**config.mk**
```make
export PLATFORM = sky130hd
export DESIGN_NAME = sram_arbiter_flat
export DESIGN_NICKNAME = d
export VERILOG_FILES = /design/src/rtl/sram_arb_pkg.sv /design/src/rtl/sram_arbiter_if.sv /design/src/rtl/mem_byte_lane.sv /design/src/rtl/sram_arbiter.sv /design/src/flat_wrapper.sv
export SDC_FILE = /design/constraint.sdc
export NUM_CORES = 1
export LEC_CHECK = 0
export CORE_MARGIN = 5
export CORE_UTILIZATION = 47
export CTS_CLUSTER_DIAMETER = 40
export DETAILED_ROUTE_END_ITERATION = 10
export PLACE_DENSITY = 0.86
export SYNTH_ARGS = -nofsm -noshare
export SYNTH_HDL_FRONTEND = slang
export SYNTH_SLANG_ARGS = --single-unit
```
**constraint.sdc**
```tcl
create_clock -name clk -period 10.85 [get_ports clk]
set_clock_uncertainty 0.1 [all_clocks]
set_input_delay 1.085 -clock clk [delete_from_list [all_inputs] [get_ports clk]]
set_output_delay 1.085 -clock clk [all_outputs]
set_load 0.01 [all_outputs]
```
**src/rtl/sram_arb_pkg.sv**
```systemverilog
// Shared types and helpers for the pipeline SRAM arbiter: FSM states,
// byte-lane decode and the legal range of the strobe-timing parameters.
package sram_arb_pkg;

  typedef enum logic [2:0] {
    IDLE,
    READ,
    WR_SETUP,
    WR_PULSE,
    WR_HOLD
  } state_t;

  localparam int CYCLES_MIN = 1;
  localparam int CYCLES_MAX = 7;

  // Word accesses enable every lane; byte accesses enable only the addressed lane.
  function automatic logic [3:0] lane_be_n(input logic [1:0] lane, input logic isByte);
    logic [3:0] beN;
    beN = 4'b0000;
    if (isByte) begin
      beN = ~(4'b0001 << lane);
    end
    return beN;
  endfunction

  function automatic int clamp_cycles(input int n);
    int r;
    r = n;
    if (r < CYCLES_MIN) r = CYCLES_MIN;
    if (r > CYCLES_MAX) r = CYCLES_MAX;
    return r;
  endfunction

endpackage

```
**src/rtl/sram_arbiter_if.sv**
```systemverilog
// Bundle of the IF/MEM request ports and the SRAM pad signals; the arbiter
// is the slave, the pipeline plus pad side is the master.
interface sram_arbiter_if #(
  parameter int SRAM_AW = 20
);
  logic               if_req;
  logic [31:0]        if_addr;
  logic               if_ack;
  logic [31:0]        if_rdata;

  logic               mem_req;
  logic               mem_we;
  logic               mem_byte;
  logic [31:0]        mem_addr;
  logic [31:0]        mem_wdata;
  logic               mem_ack;
  logic [31:0]        mem_rdata;

  logic [SRAM_AW-1:0] sram_addr;
  logic [31:0]        sram_dout;
  logic [31:0]        sram_din;
  logic               sram_doe;
  logic               sram_ce_n;
  logic               sram_oe_n;
  logic               sram_we_n;
  logic [3:0]         sram_be_n;

  modport master (
    output if_req, if_addr, mem_req, mem_we, mem_byte, mem_addr, mem_wdata, sram_din,
    input  if_ack, if_rdata, mem_ack, mem_rdata,
    input  sram_addr, sram_dout, sram_doe, sram_ce_n, sram_oe_n, sram_we_n, sram_be_n
  );

  modport slave (
    input  if_req, if_addr, mem_req, mem_we, mem_byte, mem_addr, mem_wdata, sram_din,
    output if_ack, if_rdata, mem_ack, mem_rdata,
    output sram_addr, sram_dout, sram_doe, sram_ce_n, sram_oe_n, sram_we_n, sram_be_n
  );
endinterface

```
**src/rtl/mem_byte_lane.sv**
```systemverilog
// Byte-lane steering: byte-enable decode, store-data replication and
// load-data extraction with sign extension for LB.
module mem_byte_lane
  import sram_arb_pkg::*;
(
  input  logic [1:0]  lane_i,
  input  logic        byte_i,
  input  logic [31:0] wdata_i,
  input  logic [31:0] rdata_i,
  output logic [3:0]  be_n_o,
  output logic [31:0] wdata_o,
  output logic [31:0] rdata_o
);

  logic [7:0] laneByte;

  always_comb begin
    be_n_o  = lane_be_n(lane_i, byte_i);
    wdata_o = byte_i ? {4{wdata_i[7:0]}} : wdata_i;
    case (lane_i)
      2'd0:    laneByte = rdata_i[7:0];
      2'd1:    laneByte = rdata_i[15:8];
      2'd2:    laneByte = rdata_i[23:16];
      default: laneByte = rdata_i[31:24];
    endcase
    rdata_o = byte_i ? {{24{laneByte[7]}}, laneByte} : rdata_i;
  end

endmodule

```
**src/rtl/sram_arbiter.sv**
```systemverilog
// Single-port SRAM controller shared by instruction fetch and data access:
// grants one requester at a time and sequences the registered pad strobes.
module sram_arbiter
  import sram_arb_pkg::*;
#(
  parameter int READ_CYCLES = 2,
  parameter int WRITE_PULSE = 1,
  parameter int SRAM_AW     = 20
) (
  input logic            clk,
  input logic            rst,
  sram_arbiter_if.slave  bus
);

  localparam int          RC_EFF = clamp_cycles(READ_CYCLES);
  localparam int          WP_EFF = clamp_cycles(WRITE_PULSE);
  localparam logic [2:0]  RC3    = RC_EFF[2:0];
  localparam logic [2:0]  WP3    = WP_EFF[2:0];

  state_t             state_q;
  logic [2:0]         cnt_q;
  logic               owner_q;
  logic               byte_q;
  logic [1:0]         lane_q;
  logic               if_ack_q;
  logic               mem_ack_q;
  logic [31:0]        if_rdata_q;
  logic [31:0]        mem_rdata_q;
  logic [SRAM_AW-1:0] sram_addr_q;
  logic [31:0]        sram_dout_q;
  logic               doe_q;
  logic               ce_n_q;
  logic               oe_n_q;
  logic               we_n_q;
  logic [3:0]         be_n_q;

  logic               memElig;
  logic               ifElig;
  logic               grantMem;
  logic               grantAny;
  logic [SRAM_AW-1:0] selWord;
  logic [1:0]         selLane;
  logic [1:0]         laneSel;
  logic               byteSel;
  logic [3:0]         laneBeN;
  logic [31:0]        laneWdata;
  logic [31:0]        laneRdata;

  // A port whose ack is on the bus this cycle sits out this grant decision.
  assign memElig  = bus.mem_req && !mem_ack_q;
  assign ifElig   = bus.if_req && !if_ack_q;
  assign grantMem = memElig;
  assign grantAny = memElig || ifElig;
  assign selWord  = grantMem ? bus.mem_addr[SRAM_AW+1:2] : bus.if_addr[SRAM_AW+1:2];
  assign selLane  = grantMem ? bus.mem_addr[1:0] : bus.if_addr[1:0];
  assign laneSel  = (state_q == IDLE) ? selLane : lane_q;
  assign byteSel  = (state_q == IDLE) ? (grantMem && bus.mem_byte) : byte_q;

  mem_byte_lane u_lane (
    .lane_i  (laneSel),
    .byte_i  (byteSel),
    .wdata_i (bus.mem_wdata),
    .rdata_i (bus.sram_din),
    .be_n_o  (laneBeN),
    .wdata_o (laneWdata),
    .rdata_o (laneRdata)
  );

  always_ff @(posedge clk or posedge rst) begin
    if (rst) begin
      state_q     <= IDLE;
      cnt_q       <= 3'd0;
      owner_q     <= 1'b0;
      byte_q      <= 1'b0;
      lane_q      <= 2'd0;
      if_ack_q    <= 1'b0;
      mem_ack_q   <= 1'b0;
      if_rdata_q  <= 32'd0;
      mem_rdata_q <= 32'd0;
      sram_addr_q <= '0;
      sram_dout_q <= 32'd0;
      doe_q       <= 1'b0;
      ce_n_q      <= 1'b1;
      oe_n_q      <= 1'b1;
      we_n_q      <= 1'b1;
      be_n_q      <= 4'hF;
    end else begin
      if_ack_q  <= 1'b0;
      mem_ack_q <= 1'b0;
      case (state_q)
        IDLE: begin
          if (grantAny) begin
            owner_q     <= grantMem;
            byte_q      <= byteSel;
            lane_q      <= selLane;
            sram_addr_q <= selWord;
            be_n_q      <= laneBeN;
            ce_n_q      <= 1'b0;
            if (grantMem && bus.mem_we) begin
              sram_dout_q <= laneWdata;
              doe_q       <= 1'b1;
              state_q     <= WR_SETUP;
            end else begin
              oe_n_q  <= 1'b0;
              cnt_q   <= RC3;
              state_q <= READ;
            end
          end
        end
        READ: begin
          if (cnt_q == 3'd1) begin
            if (owner_q) begin
              mem_rdata_q <= laneRdata;
              mem_ack_q   <= 1'b1;
            end else begin
              if_rdata_q <= laneRdata;
              if_ack_q   <= 1'b1;
            end
            ce_n_q  <= 1'b1;
            oe_n_q  <= 1'b1;
            be_n_q  <= 4'hF;
            state_q <= IDLE;
          end else begin
            cnt_q <= cnt_q - 3'd1;
          end
        end
        WR_SETUP: begin
          we_n_q  <= 1'b0;
          cnt_q   <= WP3;
          state_q <= WR_PULSE;
        end
        WR_PULSE: begin
          if (cnt_q == 3'd1) begin
            we_n_q  <= 1'b1;
            state_q <= WR_HOLD;
          end else begin
            cnt_q <= cnt_q - 3'd1;
          end
        end
        WR_HOLD: begin
          ce_n_q    <= 1'b1;
          doe_q     <= 1'b0;
          be_n_q    <= 4'hF;
          mem_ack_q <= 1'b1;
          state_q   <= IDLE;
        end
        default: state_q <= IDLE;
      endcase
    end
  end

  assign bus.if_ack    = if_ack_q;
  assign bus.if_rdata  = if_rdata_q;
  assign bus.mem_ack   = mem_ack_q;
  assign bus.mem_rdata = mem_rdata_q;
  assign bus.sram_addr = sram_addr_q;
  assign bus.sram_dout = sram_dout_q;
  assign bus.sram_doe  = doe_q;
  assign bus.sram_ce_n = ce_n_q;
  assign bus.sram_oe_n = oe_n_q;
  assign bus.sram_we_n = we_n_q;
  assign bus.sram_be_n = be_n_q;

endmodule
```
**src/flat_wrapper.sv**
```systemverilog
// flat-port wrapper written by rule: the top's interface ports become plain ports
module sram_arbiter_flat import sram_arb_pkg::*;
#(
  parameter int READ_CYCLES = 2,
  parameter int WRITE_PULSE = 1,
  parameter int SRAM_AW     = 20
)
  (clk, rst, bus_if_req, bus_if_addr, bus_mem_req, bus_mem_we, bus_mem_byte, bus_mem_addr, bus_mem_wdata, bus_sram_din, bus_if_ack, bus_if_rdata, bus_mem_ack, bus_mem_rdata, bus_sram_addr, bus_sram_dout, bus_sram_doe, bus_sram_ce_n, bus_sram_oe_n, bus_sram_we_n, bus_sram_be_n);
  sram_arbiter_if #(.SRAM_AW(SRAM_AW)) bus_i ();
  input logic clk;
  input logic rst;
  input wire logic [$bits(bus_i.if_req)-1:0] bus_if_req;
  input wire logic [$bits(bus_i.if_addr)-1:0] bus_if_addr;
  input wire logic [$bits(bus_i.mem_req)-1:0] bus_mem_req;
  input wire logic [$bits(bus_i.mem_we)-1:0] bus_mem_we;
  input wire logic [$bits(bus_i.mem_byte)-1:0] bus_mem_byte;
  input wire logic [$bits(bus_i.mem_addr)-1:0] bus_mem_addr;
  input wire logic [$bits(bus_i.mem_wdata)-1:0] bus_mem_wdata;
  input wire logic [$bits(bus_i.sram_din)-1:0] bus_sram_din;
  output wire logic [$bits(bus_i.if_ack)-1:0] bus_if_ack;
  output wire logic [$bits(bus_i.if_rdata)-1:0] bus_if_rdata;
  output wire logic [$bits(bus_i.mem_ack)-1:0] bus_mem_ack;
  output wire logic [$bits(bus_i.mem_rdata)-1:0] bus_mem_rdata;
  output wire logic [$bits(bus_i.sram_addr)-1:0] bus_sram_addr;
  output wire logic [$bits(bus_i.sram_dout)-1:0] bus_sram_dout;
  output wire logic [$bits(bus_i.sram_doe)-1:0] bus_sram_doe;
  output wire logic [$bits(bus_i.sram_ce_n)-1:0] bus_sram_ce_n;
  output wire logic [$bits(bus_i.sram_oe_n)-1:0] bus_sram_oe_n;
  output wire logic [$bits(bus_i.sram_we_n)-1:0] bus_sram_we_n;
  output wire logic [$bits(bus_i.sram_be_n)-1:0] bus_sram_be_n;
  assign bus_i.if_req = bus_if_req;
  assign bus_i.if_addr = bus_if_addr;
  assign bus_i.mem_req = bus_mem_req;
  assign bus_i.mem_we = bus_mem_we;
  assign bus_i.mem_byte = bus_mem_byte;
  assign bus_i.mem_addr = bus_mem_addr;
  assign bus_i.mem_wdata = bus_mem_wdata;
  assign bus_i.sram_din = bus_sram_din;
  assign bus_if_ack = bus_i.if_ack;
  assign bus_if_rdata = bus_i.if_rdata;
  assign bus_mem_ack = bus_i.mem_ack;
  assign bus_mem_rdata = bus_i.mem_rdata;
  assign bus_sram_addr = bus_i.sram_addr;
  assign bus_sram_dout = bus_i.sram_dout;
  assign bus_sram_doe = bus_i.sram_doe;
  assign bus_sram_ce_n = bus_i.sram_ce_n;
  assign bus_sram_oe_n = bus_i.sram_oe_n;
  assign bus_sram_we_n = bus_i.sram_we_n;
  assign bus_sram_be_n = bus_i.sram_be_n;
  sram_arbiter #(.READ_CYCLES(READ_CYCLES), .WRITE_PULSE(WRITE_PULSE), .SRAM_AW(SRAM_AW)) u_core (.clk(clk), .rst(rst), .bus(bus_i));
endmodule
```
==> results.py, run 1 <==
metrics = {
    "synth": {
        "synth_top_area_cell": "dfrtp_1",
        "yosysSeqAreaShare_pct": 53.5,
        "yosys.area.top_type_share_pct": 50.6,
        "synthXorXnorAreaFrac_pct": 0,
        "synth_fa_ha_area_share_pct": 0.392,
        "ys.flop_type": "dfrtp_1",
        "ys_ff_latch": 136,
        "synth_top_family_by_area": "compound AO/OA/AOI/OAI gates",
        "synth_mux_area_share_pct": 5.06,
        "yosys-top-cells-area": "dfrtp_1, nand2_1, o31ai_1",
        "syn-num-nets": 766,
        "async_reset_ff_share_pct": 100,
        "syn-instance-count": 630,
        "synth_edf_count": 0,
        "synth_area_per_cell_um2": 10.1,
        "yosys_warnings": 0,
        "synthSimpleGateAreaFrac_pct": 12.4,
        "synth_cell_type_count": 61,
        "synth_compound_area_share_pct": 24.2,
        "synth_area_um2": 6380,
    },
    "placement": {
        "placed_area_um2": 8840,
        "dp_hpwl_um": 14500,
        "gp_congestion": 0.915,
        "dp_slack_ps": 6250,
        "dp.cells": 1005,
        "portBuffers": 239,
    },
    "clock_tree": {
        "cts-htree-levels": 4,
        "cts.sinks": 136,
        "cts_resized": 0,
        "insertion_delay_ps": 410,
        "clock_path_buffers": 2,
        "cts-hold-fix-buffers": 0,
        "cts_setup_buffers": 0,
        "root_buffer": "clkbuf_16",
        "clkSlewWorstSetupHoldPaths_ps": 60,
        "cts_tree": "yes",
        "cts_inserted_buffers": 17,
    },
    "layout": {
        "final_cell_area_um2": 9440,
        "final_common_cell": "clkdlybuf4s50_1",
        "regArea_um2": 3410,
        "final_cell_mix": "clkdlybuf4s50_1, dfrtp_1, nand2_1",
        "fin_cells": 1037,
        "drive_gt1_share_pct": 9.52,
        "nFillCells": 955,
        "multi_input_area_um2": 2710,
        "areaGrowthSynthToFinish_pct": 47.9,
        "diodes": 0,
        "nets": 984,
    },
    "die": {
        "rows": 42,
        "core_um2": 13300,
        "dieHeight_um": 127,
        "ios": 260,
        "start_util_pct": 48.0,
        "dieWidth_um": 127,
        "die_area_um2": 16000,
    },
    "critical_path": {
        "cpMaxStageDelayCell": "a31o_2",
        "crit_required_ps": 11010,
        "worstPathCellList": "clkdlybuf4s50_1 -> nor2b_1 -> a31o_2 -> o21ai_1 -> a31oi_4 -> buf_4 -> o31ai_1",
        "arrival_ps": 4360,
        "cp-start-kind": "primary input",
        "slowest_delay_ps": 810,
        "worstSetupPathType": "primary input to flop",
        "crit_fanout": 48,
        "cp-end-kind": "flop",
    },
    "route": {
        "antenna_left": 0,
        "route.detailed.drc": 0,
        "wl_per_cell_um": 19.1,
        "vias": 5785,
        "vias_per_cell": 5.58,
        "finalWirelength_um": 19800,
        "drt-initial-drc-count": 336,
        "drtPass1Iterations": 5,
    },
    "global_routing": {
        "grt_usage_pct": 24.3,
        "grt_pass1_wl_um": 30900,
        "grt_start_max_net_pins": 70,
        "grt_pass1_vias": 5793,
        "antenna_found_initial": 0,
        "overflow": 0,
    },
    "sta": {
        "setup_violations": 0,
        "finalCriticalPeriod_ps": 4200,
        "finalSetupTns_ps": 0,
        "post-route-period-util_pct": 38.7,
        "finalWorstSetupSlack_ps": 6650,
        "drv_slew": 0,
        "slew_headroom_pct": 32.8,
        "tightestPinTransition_ps": 1010,
        "fmax_mhz": 238,
        "finalHoldViolCount": 0,
        "rsz0062_at_grt": "false",
    },
    "job": {
        "drv_cap": 0,
    },
    "power_and_ir_drop": {
        "p_per_area_nw_per_um2": 300,
        "vdd_drop_max_mv": 0.178,
        "finalPower_uw": 2830,
        "p_leak_uw": 0.00411,
    },
    "hold_path": {
        "hold_path_class": "flop to flop",
    },
    "status": {
        "status": "complete, no violations",
    },
}
==> through the flow <==
| step | util, % | hold WS [ps] |
|---|---|---|
| after floorplan | - | 365 |
| after global placement | 66.5 | 350 |
| after detailed placement | 66.5 | 353 |
| after CTS | 71.0 | 358 |
| after global routing | 71.0 | 377 |
| final | 71.0 | 359 |
==> power by group <==
group / switching [uW] / leakage (uW) / internal (uW)
clock network: 213 / 0.000293 / 366
logic: 675 / 0.00218 / 660
registers: 154 / 0.00164 / 763
total: 1040 / 0.00411 / 1790
==> cell usage after synthesis (2+ instances only) <==
| master | number |
|---|---|
| nor2b_1 | 3 |
| o21ai_0 | 65 |
| o21bai_1 | 6 |
| clkbuf_1 | 29 |
| dfrtp_1 | 129 |
| o211ai_1 | 6 |
| nand2b_1 | 3 |
| ha_1 | 2 |
| a31oi_1 | 4 |
| a32oi_1 | 2 |
| buf_2 | 11 |
| nor2_1 | 34 |
| buf_6 | 5 |
| a222oi_1 | 6 |
| inv_1 | 13 |
| o21ai_1 | 2 |
| nand3_1 | 3 |
| nor3_1 | 2 |
| a21boi_0 | 2 |
| mux2_2 | 10 |
| and2_1 | 2 |
| o31ai_1 | 51 |
| nand2_1 | 124 |
| a31o_2 | 2 |
| a21o_1 | 6 |
| a21oi_1 | 12 |
| dfstp_2 | 7 |
| a22oi_1 | 25 |
| buf_1 | 2 |
| o31ai_2 | 10 |
| and3_1 | 2 |
| mux2i_1 | 21 |
==> worst paths after layout <==
kind	startpoint	endpoint	slack (ps)	cells after the start
min in group asynchronous	rst	u_core.bus.mem_rdata[4]	1050	2
worst min register to register	u_core.bus.sram_ce_n	u_core.bus.sram_ce_n	360	2
worst min-delay path	u_core.bus.sram_ce_n	u_core.bus.sram_ce_n	360	2
worst max register to register	u_core.bus.mem_ack	u_core.bus.mem_rdata[30]	7500	6
max in group asynchronous	rst	u_core.bus.sram_addr[18]	8270	3
worst max-delay path	bus_mem_req	u_core.bus.mem_rdata[30]	6650	7
==> kinds of logic after synthesis <==
family | count (synthesis)
multiplexers | 31
AND/OR/NAND/NOR | 185
AO/OA/AOI/OAI | 215
buffers and inverters | 61
adder cells (fa/ha/maj) | 2
flip-flops | 136
==> registers in the layout (all words and copies together), names as in the netlist <==
register and cells:
u_core.bus.if_ack 1, u_core.bus.if_rdata 32, u_core.bus.mem_ack 1, u_core.bus.mem_rdata 32
u_core.bus.sram_addr 20, u_core.bus.sram_be_n 4, u_core.bus.sram_ce_n 1, u_core.bus.sram_doe 1
u_core.bus.sram_dout 32, u_core.bus.sram_oe_n 1, u_core.bus.sram_we_n 1, u_core.byte_q 1
u_core.cnt_q 3, u_core.lane_q 2, u_core.owner_q 1, u_core.state_q 3
==> worst max-delay path: cells and delay by family <==
| kind | cells | cell delay, ps |
|---|---|---|
| AO/OA/AOI/OAI | 4 | 1440 |
| buffers and inverters | 2 | 1070 |
| AND/OR/NAND/NOR | 1 | 740 |
==> metal layers <==
layer,vias to the layer above,track usage (%),part of all wire [%]
met5,-,0,0
met4,0,8.77,2.2
met3,30,6.77,8.1
met2,266,39.8,49
met1,2764,31.0,41
li1,2725,-,-
==> cell type report <==
cell class / count / area share (%)
Inverter: 13 / 0.570
Multi-Input combinational cell: 433 / 28.7
Sequential cell: 136 / 36.1
Clock inverter: 13 / 1.62
Clock buffer: 19 / 4.69
Tap cell: 176 / 2.33
Timing Repair Buffer: 247 / 26.0
No activity file was read; power rests on OpenSTA's default activity.
==> run 2, diff against run 1 <==
Settings changed: CORE_UTILIZATION 47 to 39, PLACE_DENSITY 0.86 to 0.77.
Clock period 10.85 ns to 3.4 ns, I/O delays scaled along.
==> run 2 against run 1 <==
Net effect:
- final cell count increased by 4.3%
- clock-buffer cell count decreased by 2
- critical endpoint is now u_core.bus.mem_rdata[6]
- first-iteration DRC count decreased by 6.8%
- hold slack improved by 8.9 ps
- cell area increased by 1.8%
- global-route usage decreased by 3.8 points
- sequential share of layout area decreased by 0.63 points
- routed wire length decreased by 2.1%
==> results.py, run 2 (synthesis results as in run 1) <==
metrics = {
    "clock_tree": {
        "cts_resized": 0,
        "clkSlewWorstSetupHoldPaths_ps": 60,
        "insertion_delay_ps": 420,
        "cts_tree": "yes",
        "cts_inserted_buffers": 17,
        "root_buffer": "clkbuf_16",
        "cts-hold-fix-buffers": 0,
        "clock_path_buffers": 2,
        "cts-htree-levels": 4,
        "cts_setup_buffers": 0,
        "cts.sinks": 136,
    },
    "critical_path": {
        "worstPathCellList": "nor3_4 -> a32oi_1 -> a222oi_1 -> o31ai_1",
        "crit_required_ps": 3580,
        "arrival_ps": 2860,
        "cpMaxStageDelayCell": "a222oi_1",
        "slowest_delay_ps": 670,
        "cp-start-kind": "flop",
        "cp-end-kind": "flop",
        "crit_fanout": 16,
        "worstSetupPathType": "flop to flop",
    },
    "die": {
        "dieWidth_um": 138,
        "ios": 260,
        "start_util_pct": 40.0,
        "rows": 46,
        "dieHeight_um": 138,
        "core_um2": 15900,
        "die_area_um2": 19000,
    },
    "layout": {
        "diodes": 0,
        "final_common_cell": "clkdlybuf4s50_1",
        "final_cell_mix": "clkdlybuf4s50_1, dfrtp_1, nand2_1",
        "areaGrowthSynthToFinish_pct": 50.5,
        "drive_gt1_share_pct": 10.2,
        "nets": 989,
        "fin_cells": 1082,
    },
    "global_routing": {
        "grt_start_max_net_pins": 137,
        "antenna_found_initial": 0,
        "overflow": 0,
        "grt_pass1_wl_um": 30200,
        "grt_pass1_vias": 5506,
        "grt_usage_pct": 20.5,
    },
    "sta": {
        "slew_headroom_pct": 46.0,
        "post-route-period-util_pct": 79.0,
        "tightestPinTransition_ps": 810,
        "fmax_mhz": 372,
        "finalCriticalPeriod_ps": 2690,
        "finalHoldViolCount": 0,
        "finalSetupTns_ps": 0,
        "drv_slew": 0,
        "whs_ps": 368,
        "rsz0062_at_grt": "false",
        "setup_violations": 0,
    },
    "hold_path": {
        "hold_path_class": "primary input to asynchronous set/reset pin",
    },
    "power_and_ir_drop": {
        "finalPower_uw": 9200,
        "p_leak_uw": 0.00415,
        "vdd_drop_max_mv": 0.523,
        "p_per_area_nw_per_um2": 957,
    },
    "route": {
        "vias_per_cell": 5.20,
        "wl_per_cell_um": 17.9,
        "finalWirelength_um": 19300,
        "route.detailed.drc": 0,
        "antenna_left": 0,
        "drt-initial-drc-count": 313,
        "drtPass1Iterations": 5,
        "vias": 5622,
    },
    "placement": {
        "portBuffers": 239,
        "dp_hpwl_um": 14000,
        "dp.cells": 1050,
        "gp_congestion": 0.879,
    },
    "job": {
        "drv_cap": 0,
    },
    "status": {
        "status": "complete, no violations",
    },
}
==> run 2: cell types whose count changed in the layout (fill, tap and decap cells not counted), sizes merged <==
cell      change
buf           +5
clkinv        -3
clkinvlp      +3
bufinv        +2
clkbuf        -2
==> run 2: final cells by class <==
class                   count  area (um^2)
clock buffers              17          425
clock inverters            15          225
fillers                  1360         6340
inverters                  13         52.6
multi-input cells         433         2710
flip-flops and latches    136         3410
well taps                 216          270
repair buffers            252         2510
==> run 2: critical path: cells and delay by family, from the launching register on <==
family          cells  cell delay (ps)
compound gates      3             1280
simple gates        1              620
flops               1              530
==> run 2: final timing paths <==
path / startpoint / to / slack [ps] / cells after the start
worst max-delay path: u_core.state_q[0] / u_core.bus.mem_rdata[6] / 710 / 4
worst max register to register: u_core.state_q[0] / u_core.bus.mem_rdata[6] / 710 / 4
worst min register to register: u_core.bus.sram_ce_n / u_core.bus.sram_ce_n / 370 / 2
worst min-delay path: rst / u_core.bus.sram_dout[13] / 370 / 3
min in group clk: u_core.bus.sram_ce_n / u_core.bus.sram_ce_n / 370 / 2
max in group asynchronous: rst / u_core.bus.mem_rdata[19] / 2240 / 3
==> run 2: through the flow <==
stage	util, %	setup slack, ps	instance area, um^2
after CTS	60.2	754	9610
after global routing	60.2	543	9610
after global placement	56.2	767	8950
after detailed placement	56.2	738	8950
after floorplan	-	1270	6390
final	60.2	714	9610
==> run 2: per-layer routing <==
metal  part of all wire, %  vias up  track usage, %  wire length, um
met5                     0        -               0                0
met4                   2.5        0            8.40              480
met3                   7.8       33            5.59             1520
met2                    47      205            31.8             9100
met1                    43     2657            27.3             8260
li1                      -     2727               -                -
==> run 2: power breakdown <==
group	total, uW	internal, uW	switching (uW)
clock	2020	1300	720
sequential	2910	2430	474
combinational	4260	2130	2130
total	9200	5870	3320
==> run 3, diff against run 2 <==
Settings changed: CORE_UTILIZATION 39 to 44, PLACE_DENSITY 0.77 to 0.82.
Clock period 3.4 ns to 2.6 ns, I/O delays scaled along.
==> run 3 against run 2 <==
Net effect:
- final cell count fell by 2.0%
- first-iteration DRC count is 5.1% higher
- register-to-register slack worse by 440 ps
- non-clock buffer count grew 10
- clock-buffer cell count is 5 higher
- via count up 1.5%
- sequential share of layout area down 0.48 points
- critical path depth increased by 1
- highest routed layer unchanged
==> results.py, run 3 (synthesis results as in run 1) <==
metrics = {
    "layout": {
        "nFillCells": 1138,
        "diodes": 0,
        "areaGrowthSynthToFinish_pct": 52.6,
        "nets": 999,
        "final_cell_area_um2": 9740,
        "final_cell_mix": "clkdlybuf4s50_1, dfrtp_1, nand2_1",
        "final_util_pct": 67.8,
        "final_common_cell": "clkdlybuf4s50_1",
        "drive_gt1_share_pct": 11.1,
    },
    "route": {
        "met3_wirelength_um": 1390,
        "wl_met2_um": 9160,
        "drt-initial-drc-count": 329,
        "vias_per_cell": 5.38,
        "wl_per_cell_um": 18.0,
        "finalWirelength_um": 19100,
        "antenna_left": 0,
        "vias": 5704,
        "drtPass1Iterations": 5,
        "route.detailed.drc": 0,
        "routed.top_layer": "met4",
        "wl_met1_um": 8000,
    },
    "clock_tree": {
        "cts-htree-levels": 4,
        "clock_path_buffers": 2,
        "cts_resized": 0,
        "cts_inserted_buffers": 17,
        "clkSlewWorstSetupHoldPaths_ps": 50,
        "insertion_delay_ps": 420,
        "cts.sinks": 136,
        "cts-hold-fix-buffers": 0,
        "cts_setup_buffers": 0,
        "root_buffer": "clkbuf_16",
        "cts_tree": "yes",
    },
    "critical_path": {
        "cp-start-kind": "flop",
        "cp-end-kind": "flop",
        "crit_fanout": 8,
        "worstSetupPathType": "flop to flop",
        "crit_required_ps": 2820,
        "arrival_ps": 2550,
        "rr_startpoint": "u_core.bus.mem_ack",
        "critical_path.startpoint": "u_core.bus.mem_ack",
        "ff2ff_setup_slack_ps": 270,
    },
    "die": {
        "dieWidth_um": 130,
        "die_area_um2": 17000,
        "rows": 44,
        "ios": 260,
        "start_util_pct": 44.4,
        "dieHeight_um": 130,
        "core_um2": 14400,
    },
    "sta": {
        "rsz0062_at_grt": "false",
        "setup_violations": 0,
        "finalSetupTns_ps": 0,
        "drv_slew": 0,
        "slew_headroom_pct": 46.7,
        "finalHoldViolCount": 0,
        "tightestPinTransition_ps": 791,
        "finalCriticalPeriod_ps": 2330,
        "post-route-period-util_pct": 89.6,
        "fmax_mhz": 429,
    },
    "job": {
        "drv_cap": 0,
    },
    "power_and_ir_drop": {
        "p_leak_uw": 0.00424,
        "vdd_drop_max_mv": 0.715,
        "p_per_area_nw_per_um2": 1250,
    },
    "placement": {
        "dp_hpwl_um": 14200,
        "portBuffers": 239,
        "placed_area_um2": 9060,
        "gp_congestion": 0.911,
    },
    "status": {
        "status": "complete, no violations",
    },
    "global_routing": {
        "overflow": 0,
        "grt_start_max_net_pins": 64,
        "grt_pass1_vias": 5377,
        "antenna_found_initial": 0,
        "grt_pass1_wl_um": 29200,
        "grt_usage_pct": 22.2,
    },
    "hold_path": {
        "hold_path_class": "primary input to asynchronous set/reset pin",
    },
}
-- run 3: changes by cell type in the layout (fill, tap and decap cells not counted), sizes merged --
cell / change
clkinv: -4
clkbuf: +5
buf: +10
inv: -1
-- run 3: report_power, final --
| group | internal [uW] | switching (uW) |
|---|---|---|
| clock network | 1810 | 898 |
| logic | 2920 | 2850 |
| registers | 3180 | 556 |
-- run 3: path summary, 6_finish.rpt --
check | endpoint | depth (start not counted)
max in group asynchronous | u_core.bus.sram_we_n | 3
min | u_core.bus.sram_dout[15] | 2
min in group clk | u_core.bus.sram_addr[7] | 3
max reg2reg | u_core.bus.mem_rdata[3] | 5
min reg2reg | u_core.bus.sram_ce_n | 2
max | u_core.bus.mem_rdata[3] | 5
-- run 3: per-layer routing --
layer  track usage, %  vias up
met2             35.4      207
li1                 -     2748
met4             9.07        0
met5                0        -
met3             5.89       37
met1             29.0     2712
-- run 3: metrics by stage --
stage	instances	hold WS, ps	total power (uW)	setup WS [ps]
after global placement	1028	345	9420	88.8
after detailed placement	1028	365	9580	31.2
after CTS	1060	239	12300	280
final	1060	235	12200	270
after global routing	1060	272	13000	151
after floorplan	630	311	6610	466
-- run 3: worst max-delay path, cell delays in order (launching register included) --
cell and delay (ps):
dfrtp_1 440, nand2b_2 290, a21boi_0 180, o21ai_0 660, a222oi_1 250, o31ai_1 300
-- run 3: final cells by class --
| type | instances | area (um^2) | share of cell area (%) |
|---|---|---|---|
| multi-input combinational | 433 | 2710 | 27.8 |
| clock buffer | 22 | 484 | 4.97 |
| sequential | 136 | 3410 | 35.0 |
| inverter | 13 | 52.6 | 0.540 |
| clock inverter | 10 | 189 | 1.94 |
| timing repair buffer | 262 | 2670 | 27.4 |
| tap | 184 | 230 | 2.36 |
==> edit, RTL diff (settings of run 2) <==
The 5 states of `state_t` get a one-hot encoding in 5 bits.
--- a/src/rtl/sram_arb_pkg.sv
+++ b/src/rtl/sram_arb_pkg.sv
@@ -2,12 +2,12 @@
 // byte-lane decode and the legal range of the strobe-timing parameters.
 package sram_arb_pkg;
 
-  typedef enum logic [2:0] {
-    IDLE,
-    READ,
-    WR_SETUP,
-    WR_PULSE,
-    WR_HOLD
+  typedef enum logic [4:0] {
+    IDLE     = 5'b00001,
+    READ     = 5'b00010,
+    WR_SETUP = 5'b00100,
+    WR_PULSE = 5'b01000,
+    WR_HOLD  = 5'b10000
   } state_t;
 
   localparam int CYCLES_MIN = 1;
Check against the original RTL: same outputs for any inputs over 4 cycles, from zero or initial values and one cycle with rst high; so few cycles prove little.
==> edit against run 2 <==
  * Die area up 1.1%
  * Utilization down 1.5 points
  * Final cell count rose by 4.4%
  * Synthesized cell count is 7.5% higher
  * Global-route usage rose by 0.70 points
  * Power fell by 5.1%
  * Worst setup slack got worse by 140 ps
  * Cell area up 0.39%
  * Sequential cell count up 2
  * Wire length grew 5.9%
  * Area after synthesis rose by 1.2%
  * Non-clock buffer count rose by 3
  * Largest power group unchanged
==> edit: results <==
[finish]
fin_cells = 1130
nets = 1033
seq_share = 0.359
clkbuf_count = 21
multi_input_area_um2 = 2710
fill_cells = 1388
layout-drive-gt1-share = 0.0868
num-nonclk-inverters = 7
final-clk-cell-share = 0.0637
multi_input_cells = 478
nonClkBufAreaFrac = 0.264
buffers = 255
n_antenna_cell = 0

[logic_synthesis]
async_flop_share = 1.00
ys_warn_count = 0
synthesis.nets = 813
ys_seq_area_frac = 0.536
synthCells = 677
yosys-top-cells-count = dfrtp_1, nand2_1, nor2_1
ys_top_cells_by_area = dfrtp_1, nand2_1, o21ai_0
synth_cell_types = 57

[worst_setup_path]
cpPeakStageDelay_ps = 620
cpLargestDelayFamily = simple AND/OR/NAND/NOR gates
reg2regPathDepth = 7
cpMaxStageDelayCell = dfstp_2
crit_path_max_fanout = 16
crit_arrival_ps = 3070
rrSetupSlack_ps = 570

[drt]
wire_per_inst_um = 18.1
dr.pass1.iters = 5
viasPerCell = 5.29
drtIter0Drc = 348

[global_routing]
antenna_found_initial = 0
grtUsageMet2 = 0.334
grt_pass1_wl_mm = 32.9
grt_max_degree = 139
grt_use_met3 = 0.0624
grt_pass1_vias = 5924
grtUsageMet1 = 0.278
grt.total_usage = 0.212

[clock_tree]
clk_latency_ps = 420
clock_sinks = 138
clkTransAtPathRegs_ps = 60
cts_setup_buffers = 0
htreeDepth = 4
ctsLongestPathBuffers = 2
cts_root_buffer = clkbuf_16

[sta]
hold_ws_ps = 376
slew_viol_final = 0
worst_slew_pin_slew_ps = 793

[placement]
gp_congestion = 0.816
port_buffers = 239
hpwlAfterDp_mm = 14.5

[min_path]
hold_class = reg2reg

[status]
status = finished, final reports clean

[job]
timing.max_cap.violations = 0

[pwr]
ir_drop_mv = 0.522
leakagePower_nw = 4.06
## edit: cell count changes after synthesis, moves of 9 or more
| cell | delta |
|---|---|
| o31ai_2 | -9 |
| nand2_1 | -19 |
| a22oi_1 | -23 |
| a221oi_1 | +12 |
| nor2_1 | +44 |
| o31ai_1 | -48 |
| a21oi_1 | +44 |
| buf_4 | +11 |
| a31oi_1 | +24 |
## edit: stage by stage
stage	instance area (um^2)	setup slack (ps)	util	total power, mW
floorplan	6460	1200	-	4.81
global placement	9030	482	0.550	6.75
detailed placement	9030	431	0.550	6.85
CTS	9640	588	0.588	8.80
global route	9640	373	0.588	9.31
finish	9640	573	0.588	8.73
## edit: final timing paths
check	startpoint	to
max reg2reg	u_core.state_q[0]	u_core.bus.mem_rdata[21]
min	u_core.bus.sram_addr[18]	u_core.bus.sram_addr[18]
min reg2reg	u_core.bus.sram_addr[18]	u_core.bus.sram_addr[18]
min in group asynchronous	rst	u_core.bus.sram_addr[5]
max	u_core.state_q[0]	u_core.bus.mem_rdata[21]
max in group asynchronous	rst	u_core.bus.if_rdata[22]
## edit: power by group
part | switching, mW | internal, mW
Sequential | 0.465 | 2.43
Clock | 0.709 | 1.21
Combinational | 1.87 | 2.04
Total | 3.04 | 5.69
## edit: layer usage
layer | share of wire | up-vias
li1 | - | 2841
met1 | 0.42 | 2856
met2 | 0.48 | 237
met3 | 0.076 | 44
met4 | 0.031 | 0
met5 | 0 | -
## edit: kinds of logic after synthesis
group,count (synthesis),synth area share
AOI/OAI and AO/OA,217,0.204
adders and majority gates,2,0.00387
xor gates and xnor gates,1,0.00136
DFF,138,0.536
muxes,37,0.0598
and+or+nand+nor,221,0.148
buffers and inverters,61,0.0463
